==> config.mk <==
export PLATFORM = sky130hd
export DESIGN_NAME = operand_loader_derizq
export DESIGN_NICKNAME = d
export VERILOG_FILES = /design/src/rtl/operand_loader_derizq.sv
export SDC_FILE = /design/constraint.sdc
export NUM_CORES = 1
export LEC_CHECK = 0
export ABC_AREA = 1
export BUFFER_PORTS_ARGS = -buffer_cell sky130_fd_sc_hd__buf_2
export CAP_MARGIN = 10
export CORE_MARGIN = 4
export CORE_UTILIZATION = 45
export DETAILED_ROUTE_END_ITERATION = 10
export HOLD_SLACK_MARGIN = 0.1
export MAX_ROUTING_LAYER = met4
export PLACE_DENSITY = 0.77
export SYNTH_ARGS = -nofsm -noshare
export SYNTH_HDL_FRONTEND = slang
export SYNTH_SLANG_ARGS = --single-unit
==> constraint.sdc <==
create_clock -name clk -period 1.25 [get_ports clk]
set_input_delay 0.125 -clock clk [delete_from_list [all_inputs] [get_ports clk]]
set_output_delay 0.125 -clock clk [all_outputs]
set_load 0.005 [all_outputs]
==> src/rtl/operand_loader_derizq.sv <==
// Serial LSB-first operand loader with registered result capture.
// Optional shadow-load overlap: define DERIZQ_LOADER_OVERLAP_EN.
module operand_loader_derizq #(
    parameter int N = 3
) (
    input  logic         clk,
    input  logic         rst_n,
    input  logic         in_valid,
    output logic         in_ready,
    input  logic         a_bit,
    input  logic         b_bit,
    output logic [N-1:0] A_out,
    output logic [N-1:0] B_out,
    input  logic         z_in,
    output logic         z_out,
    output logic         z_valid,
    input  logic         z_ready
);

    localparam int CW = $clog2(N + 1);

    typedef enum logic [1:0] {
        LOAD,
        EVAL,
        HOLD
    } state_t;

    state_t        state;
    logic [CW-1:0] cnt;
    logic          acc;
    logic          zhs;

    function automatic logic [N-1:0] setbit(
        input logic [N-1:0]  v,
        input logic [CW-1:0] p,
        input logic          b
    );
        logic [N-1:0] r;
        r = v;
        for (int i = 0; i < N; i++) begin
            if (p == CW'(i)) r[i] = b;
        end
        return r;
    endfunction

    assign acc = in_valid && in_ready;
    assign zhs = z_valid && z_ready;

`ifdef DERIZQ_LOADER_OVERLAP_EN
    logic [N-1:0]  sa, sb, sa_nx, sb_nx;
    logic [CW-1:0] scnt, scnt_nx;
    logic          sacc;

    assign in_ready = (state == LOAD) ||
                      ((state == HOLD) && (scnt < CW'(N)));
    assign sacc     = acc && (state == HOLD);

    // Shadow write lands before any same-cycle transfer to the live words.
    always_comb begin
        sa_nx   = sa;
        sb_nx   = sb;
        scnt_nx = scnt;
        if (sacc) begin
            sa_nx   = setbit(sa, scnt, a_bit);
            sb_nx   = setbit(sb, scnt, b_bit);
            scnt_nx = scnt + CW'(1);
        end
    end
`else
    assign in_ready = (state == LOAD);
`endif

    always_ff @(posedge clk or negedge rst_n) begin
        if (!rst_n) begin
            state   <= LOAD;
            cnt     <= '0;
            A_out   <= '0;
            B_out   <= '0;
            z_out   <= 1'b0;
            z_valid <= 1'b0;
`ifdef DERIZQ_LOADER_OVERLAP_EN
            sa      <= '0;
            sb      <= '0;
            scnt    <= '0;
`endif
        end else begin
            unique case (state)
                LOAD: begin
                    if (acc) begin
                        A_out <= setbit(A_out, cnt, a_bit);
                        B_out <= setbit(B_out, cnt, b_bit);
                        cnt   <= cnt + CW'(1);
                        if (cnt == CW'(N - 1)) state <= EVAL;
                    end
                end
                EVAL: begin
                    z_out   <= z_in;
                    z_valid <= 1'b1;
                    state   <= HOLD;
                end
                HOLD: begin
`ifdef DERIZQ_LOADER_OVERLAP_EN
                    if (zhs) begin
                        z_valid <= 1'b0;
                        A_out   <= sa_nx;
                        B_out   <= sb_nx;
                        cnt     <= scnt_nx;
                        sa      <= '0;
                        sb      <= '0;
                        scnt    <= '0;
                        state   <= (scnt_nx == CW'(N)) ? EVAL : LOAD;
                    end else begin
                        sa   <= sa_nx;
                        sb   <= sb_nx;
                        scnt <= scnt_nx;
                    end
`else
                    if (zhs) begin
                        z_valid <= 1'b0;
                        A_out   <= '0;
                        B_out   <= '0;
                        cnt     <= '0;
                        state   <= LOAD;
                    end
`endif
                end
                default: state <= LOAD;
            endcase
        end
    end

endmodule

# Word level (Yosys, flattened, before mapping)
# Index checks and enable logic that the tools add are counted.
# word_totals
output_inout_bits	9
wordCells	51
register_bits	12
memories	0
latchBits	0
mem_bits_ro	0
ramBits	0
inputBits	7
# classes
n_addsub	1
n_shift	0
n_reduce_logical	12
n_eq_ne	9
bitwise_logic	0
mux	19
order_cmp	0
mul	0
div_mod_pow	0
# ops
op	count
3-bit case mux with 2 select lines	2
4-bit AND reduction	3
3-bit two-way mux	3
2-bit two-way mux	4
2-bit by 1-bit inequality test with 1-bit output (second input constant)	4
1-bit two-way mux	7
2-bit case mux with 3 select lines	1
3-bit AND reduction	2
2-bit by 1-bit equality test with 1-bit output (second input constant)	2
2-bit equality test (second input constant)	2
2-bit zero test	2
2-bit case mux with 2 select lines	1
2-bit nonzero test	2
2-bit by 1-bit adder with 2-bit output (second input constant)	1
1-bit logical AND	2
2-bit inequality test (second input constant)	1
1-bit case mux with 2 select lines	1
2-bit AND reduction	1

# Logic depth before layout (Yosys ltp)
# Gate-level depths: netlist of run 1.
# depth
depth_word	4
mapped_depth	8
depth_no_buf	7

# Least setup slack after synthesis of run 1
# No wires, ideal clock.
# synth_path
path_kind	flip-flop to flip-flop
from	reg state[0]
to	reg A_out[2]
required_ps	1133
slack_ps	168
arrival_ps	966
synth_period_minus_slack_ps	1082
path_stages_with_launch	8
setup_ps	117
n_path_buf	1
path_cell_list	dfrtp_1 nor2_4 nand2_2 nand2_2 buf_6 nand2_4 nand2_1 nand2_1
# synth_via
elab_chain_cells	4
word_cells_on_any_way	9
classes_between	4 x eq/ne; 1 x mux; 4 x reduce/logical
# synth_rtl
element	line	rtl
start, declared	28	state_t state;
start signal, assigned	75	state <= LOAD;
start signal, assigned	93	if (cnt == CW'(N - 1)) state <= EVAL;
start signal, assigned	99	state <= HOLD;
2-bit zero test *	70	assign in_ready = (state == LOAD);
net in_ready	9	output logic in_ready,
1-bit logical AND	46	assign acc = in_valid && in_ready;
2-bit by 1-bit inequality test with 1-bit output (no line)	n/a	
4-bit AND reduction (no line)	n/a	
end signal, assigned	90	A_out <= setbit(A_out, cnt, a_bit);
end, declared	12	output logic [N-1:0] A_out,
# Mark *: on every way through the listed nets, which the timed path passes. The rest lies on a longest branch.
# A chain may end at the register's enable or synchronous reset.

# Worst setup path after layout of run 1
# layout_path
from	reg state[0]
to	out in_ready
# layout_via
elab_chain_cells	1
# layout_rtl
element	line
2-bit zero test	70
end, declared	9
# No other way between the ends.

==> run_results.csv, run 1 <==
group,metric,value,unit
power,power.switching,143,µW
power,peakVddDrop,0.000703,V
grt,grt_pass1_wl,1890,µm
placement,dpl.hpwl,824,µm
sta,finalCritPeriodShare,95.1,%
die,core_area,1190,µm²
sta,finClkSkew,5.27,ps
critical_path,cpLargestDelayFamily,"flip-flops",
detailed_routing,vias,510,
job,cap_viol_max_count,0,
clock_network,clk_pin_slew_worst_paths,80,ps
clock_network,cts_root_buf,"clkbuf_4",
layout,drive_gt1_share,29.8,%
worst_hold_path,hp-start,"z_ready",
sta,tns,0,ps
critical_path,cp-end-kind,"output pin",
worst_hold_path,hold_end,"state[1]",
synth,yosysWarnings,0,
critical_path,r2r_slack,100,ps
critical_path,critPathSlowestCell,"dfrtp_2",
clock_network,tritoncts,"yes",
synth,synth_area,606,µm²
synth,syn_avg_cell_area,8.30,µm²
clock_network,clock_latency,280,ps
critical_path,reg2reg_from,"state[0]",
sta,period_needed,1190,ps
layout,seqCellArea,302,µm²
die,die_area,2000,µm²
power,p_leak,0.000460,µW
grt,grt_start_max_net_pins,13,
sta,max_freq,841,MHz
grt,grt_usage,13.7,%
clock_network,cts_made_buffers,3,
critical_path,cp_max_fo,4,
clock_network,cts_max_level,1,
layout,fillCellCount,101,
critical_path,r2r-end,"A_out[0]",
layout,multi_input_area,250,µm²
grt,grt_overflow,0,
power,powerDensity,950,nW/µm²
critical_path,worst_setup_path_start_kind,"register",
layout,fin_cells,108,
placement,place_inst,102,
critical_path,path_cells,"nor2_4, buf_4, buf_2",
critical_path,critPathBufInv,2,
detailed_routing,drc,0,
layout,num_antenna_cells,0,
critical_path,critPathMaxStageDelay,450,ps
die,die_x,44.7,µm
power,power_frac_clock,43.0,%
power,internal_power,576,µW
die,std_cell_rows,12,
detailed_routing,drt-initial-drc-count,7,
detailed_routing,routedWlPerCell,9.97,µm
synth,yosysSeqAreaShare,49.6,%
grt,antenna_found_initial,0,
placement,place.gp.congestion,0.788,
sta,worst_slew_pin_slew,262,ps
layout,synthToLayoutAreaGrowth,25.0,%
synth,synth_nets,83,
worst_hold_path,min-delay-path-class,"input port to register",
placement,numPortBuffers,15,
detailed_routing,vias_per_cell,4.72,
grt,first_global_vias,464,
synth,synthSimpleGateAreaFrac,31.8,%
synth,synth_compound_area_share,2.48,%
detailed_routing,wl,1080,µm
sta,slew_viol_final,0,
critical_path,cp.arrival,1060,ps
synth,synthXorXnorAreaFrac,0,%
sta,rsz0062_at_grt,"no",
critical_path,path_class,"register to output pin",
power,pwr-share-seq,53.9,%
power,power.share.switching,19.9,%
layout,fin_nets,105,
die,io_pins,16,
critical_path,critPathRequiredTime,1120,ps
detailed_routing,ant_nets,0,
worst_hold_path,hold_depth,4,
detailed_routing,first_pass_iters,4,
synth,synth_top_family_by_area,"simple AND/OR/NAND/NOR gates",
sta,setup_viol,0,
critical_path,worstRegToRegCells,6,
clock_network,clock_path_buffers,2,
synth,ys_types,13,
sta,hold_violations,0,
die,start_util,51.1,%
clock_network,cts_num_sinks,12,
die,die-height,44.7,µm
power,p_comb_share,3.1,%
synth,synthCells,73,
synth,synthAdderAreaFrac,6.20,%
sta,maxSlewHeadroom,82.5,%
synth,yosys_register_bits,12,
outcome,status,"finished clean",
synth,yosys-mux-area-fraction,0,%
[through the flow]
step           hold slack [ps]  power [µW]  util [%]  setup slack (ps)  cell area, µm²
3_5_place_dp              14.2         414      58.5              40.3             694
4_1_cts                    128         728      63.3              22.5             751
3_3_place_gp              14.2         414      58.5               103             694
2_1_floorplan             -171         397         -               168             606
6_report                   130         719      63.8              61.4             757
5_1_grt                    150         751      63.8              5.12             757
[worst register-to-register path, delay by kind of cell (launching register included)]
family	cells	cell delay, ps
flops	1	450
simple gates	6	600
[cells by family after synthesis]
logic type	count (synthesis)
buf+inv	14
fa+ha+maj	3
compound gates	3
flops	12
simple gates	41
[power groups by stage]
| stage | clock, µW | sequential (µW) | combinational [µW] |
|---|---|---|---|
| floorplan | 0 | 396 | 1.22 |
| global placement | 0 | 396 | 18.1 |
| detailed placement | 0 | 396 | 18.1 |
| CTS | 318 | 388 | 22.8 |
| global route | 337 | 388 | 26.1 |
| finish | 309 | 388 | 22.2 |
[repair_timing]
item | in CTS | in global routing
hold buffers | 2 | 0
setup buffers | 0 | 0
endpoints found under the hold margin | 13 | 0
endpoints found under the setup margin | 0 | 6
resized for setup | 0 | 2
[synthesized netlist by cell type, drive strengths merged]
| master | count | area (µm²) |
|---|---|---|
| inv | 13 | 48.8 |
| dfrtp | 12 | 300 |
| ha | 3 | 37.5 |
| nand3 | 7 | 35.0 |
| nand2 | 30 | 128 |
| nor2 | 4 | 30.0 |
| a21oi | 1 | 5.00 |
| buf | 1 | 11.3 |
| o21ai | 2 | 10.0 |
[flip-flops by register name (all words and copies together), names as in the netlist]
name,cells
cnt,2
A_out,3
z_valid,1
z_out,1
B_out,3
state,2
[per-layer routing]
metal | global-route usage, % | vias to the layer above | part of all wire [%]
li1 | - | 258 | -
met2 | 19.2 | 23 | 44
met1 | 16.9 | 224 | 43
met3 | 3.66 | 5 | 9.8
met5 | - | - | 0
met4 | 9.04 | 0 | 3.0
[cells in the final DEF, fill, tap and decap left out, drive strengths merged]
cell type | Yosys | layout
nand2 | 30 | 30
inv | 13 | 13
clkbuf | 0 | 4
dfrtp | 12 | 12
nor2 | 4 | 4
buf | 1 | 16
ha | 3 | 3
dlygate4sd3 | 0 | 2
nand3 | 7 | 7
o21ai | 2 | 2
a21oi | 1 | 1
[worst max path at each step]
| stage | from | endpoint | slack [ps] | cells past startpoint |
|---|---|---|---|---|
| final | state[0] | in_ready | 60 | 3 |
| after global routing | state[0] | in_ready | 5 | 3 |
| after CTS | state[0] | A_out[0] | 20 | 6 |
| after detailed placement | state[0] | A_out[0] | 40 | 6 |
| after global placement | state[0] | B_out[1] | 100 | 6 |
| after floorplan | state[0] | A_out[2] | 170 | 7 |
[area by class of cell]
class | instances | share of cell area [%]
Tap cell | 14 | 2.31
Sequential cell | 12 | 39.8
Multi-Input combinational cell | 47 | 33.1
Clock buffer | 4 | 4.79
Inverter | 13 | 6.45
Timing Repair Buffer | 18 | 13.6
(Power assumes the default switching activity.)
==> run 2, diff against run 1 <==
--- a/config.mk
+++ b/config.mk
@@ -9,11 +9,10 @@
 export BUFFER_PORTS_ARGS = -buffer_cell sky130_fd_sc_hd__buf_2
 export CAP_MARGIN = 10
 export CORE_MARGIN = 4
-export CORE_UTILIZATION = 45
+export CORE_UTILIZATION = 40
 export DETAILED_ROUTE_END_ITERATION = 10
 export HOLD_SLACK_MARGIN = 0.1
-export MAX_ROUTING_LAYER = met4
-export PLACE_DENSITY = 0.77
+export PLACE_DENSITY = 0.7
 export SYNTH_ARGS = -nofsm -noshare
 export SYNTH_HDL_FRONTEND = slang
 export SYNTH_SLANG_ARGS = --single-unit
==> run 2 against run 1 <==
  * Clock skew grew 0.58 ps
  * Clock power down 25%
  * Die area up 10%
  * Setup slack improved by 40 ps
  * Register-to-register slack about the same
  * Sequential power about the same
  * Via count fell by 3.3%
  * Core utilization shrank 10 points
  * Sequential cell count is the same
  * Critical path type is now register to register
  * Critical endpoint is now A_out[1]
  * Highest routed layer unchanged
==> run_results.csv, run 2 (synthesis gave the netlist of run 1 again) <==
group,metric,value,unit
die,core_area,1370,µm²
clock_network,cts_made_buffers,3,
sta,slew_viol_final,0,
clock_network,cts_max_level,1,
detailed_routing,vias_per_cell,4.61,
placement,dpl.hpwl,880,µm
clock_network,cts_root_buf,"clkbuf_4",
layout,fin_nets,104,
layout,num_antenna_cells,0,
clock_network,clk_pin_slew_worst_paths,70,ps
layout,final_cell_mix,"nand2_1 (26), buf_2 (15), dfrtp_1 (12), inv_1 (12), nand3_1 (7)",
detailed_routing,routedWlPerCell,10.3,µm
outcome,status,"finished clean",
layout,synthToLayoutAreaGrowth,21.5,%
critical_path,worst_setup_path_start_kind,"register",
grt,antenna_found_initial,0,
die,die_area,2200,µm²
sta,rsz0062_at_grt,"no",
layout,fin_util,53.8,%
die,start_util,44.3,%
die,die_x,46.9,µm
critical_path,path_class,"register to register",
power,peakVddDrop,0.000561,V
detailed_routing,drc,0,
grt,grt_start_max_net_pins,13,
job,cap_viol_max_count,0,
grt,grt_pass1_wl,1920,µm
power,powerDensity,873,nW/µm²
sta,finClkSkew,5.85,ps
die,io_pins,16,
placement,place.gp.congestion,0.765,
critical_path,critPathRequiredTime,1420,ps
sta,hold_violations,0,
power,p_leak,0.000449,µW
layout,drive_gt1_share,27.2,%
critical_path,cp_max_fo,12,
placement,numPortBuffers,15,
detailed_routing,vias,493,
critical_path,cp.arrival,1320,ps
layout,fillCellCount,138,
detailed_routing,wl,1100,µm
grt,first_global_vias,473,
grt,grt_usage,12.7,%
worst_hold_path,min-delay-path-class,"input port to register",
sta,tns,0,ps
grt,grt_overflow,0,
critical_path,worstRegToRegCells,6,
sta,finalCritPeriodShare,91.9,%
sta,maxSlewHeadroom,82.3,%
detailed_routing,ant_nets,0,
worst_hold_path,hold_depth,4,
sta,setup_viol,0,
detailed_routing,first_pass_iters,4,
clock_network,clock_latency,270,ps
sta,worst_slew_pin_slew,265,ps
clock_network,clock_path_buffers,2,
sta,max_freq,871,MHz
critical_path,cp-end-kind,"register",
die,std_cell_rows,13,
layout,layout_commonest_cell,"nand2_1",
clock_network,cts_setup_buffers,0,
detailed_routing,drt-initial-drc-count,11,
clock_network,cts_num_sinks,12,
layout,largestRegisters,"A_out: 3 flops, B_out: 3 flops",
clock_network,tritoncts,"yes",
sta,period_needed,1150,ps
die,die-height,46.9,µm
sta,whs,120,ps
[run 2: changes by cell type in the layout (fill, tap and decap cells not counted), sizes merged]
cell / previous run / this run
buf: 16 / 15
clkbuf: 4 / 3
[run 2: where the power goes]
| part | internal, µW | leakage (µW) | switching [µW] |
|---|---|---|---|
| registers | 388 | 0.000147 | 0 |
| clock network | 111 | 0.0000138 | 120 |
| logic | 11.1 | 0.000288 | 11.3 |
| total | 511 | 0.000449 | 131 |
[run 2: final timing paths]
kind / start / to / slack, ps
worst max register to register: state[0] / A_out[1] / 100
worst max-delay path: state[0] / A_out[1] / 100
worst min-delay path: z_ready / state[1] / 120
min in group asynchronous: rst_n / A_out[1] / 250
max in group asynchronous: rst_n / z_out / 790
worst min register to register: B_out[2] / B_out[2] / 470
[run 2: layout make-up]
type / count / area (µm²) / share of cell area (%)
clock buffer: 3 / 22.5 / 3.06
inverter: 13 / 48.8 / 6.63
multi-input combinational: 47 / 250 / 34.0
sequential: 12 / 300 / 40.8
tap: 15 / 18.8 / 2.55
timing repair buffer: 17 / 95.1 / 12.9
[run 2: critical path, cell delays in order, from the launching register on]
cell	delay (ps)
dfrtp_1	450
nor2_4	160
nand2_2	90
nand2_4	140
nand2_1	90
nand2_1	70
nand2_1	40
[run 2: through the flow]
stage | power, µW | instances | area [µm²] | setup WS [ps]
finish | 642 | 107 | 736 | 101
detailed placement | 414 | 102 | 688 | 36.3
CTS | 652 | 107 | 731 | 23.9
global placement | 414 | 102 | 688 | 76.6
global route | 674 | 107 | 736 | 5.04
floorplan | 397 | 73 | 606 | 168
[run 2: per-layer routing]
metal	global-route usage, %	vias up	part of all wire [%]
met5	0	-	0
li1	-	259	-
met1	14.1	216	46
met4	8.29	0	2.4
met2	21.1	16	44
met3	3.45	2	7.8
[run 2: what timing repair did]
action / in CTS / in global routing
resized for setup: 0 / 1
hold endpoints to repair: 13 / 0
setup endpoints to repair: 0 / 6
hold buffers: 2 / 0
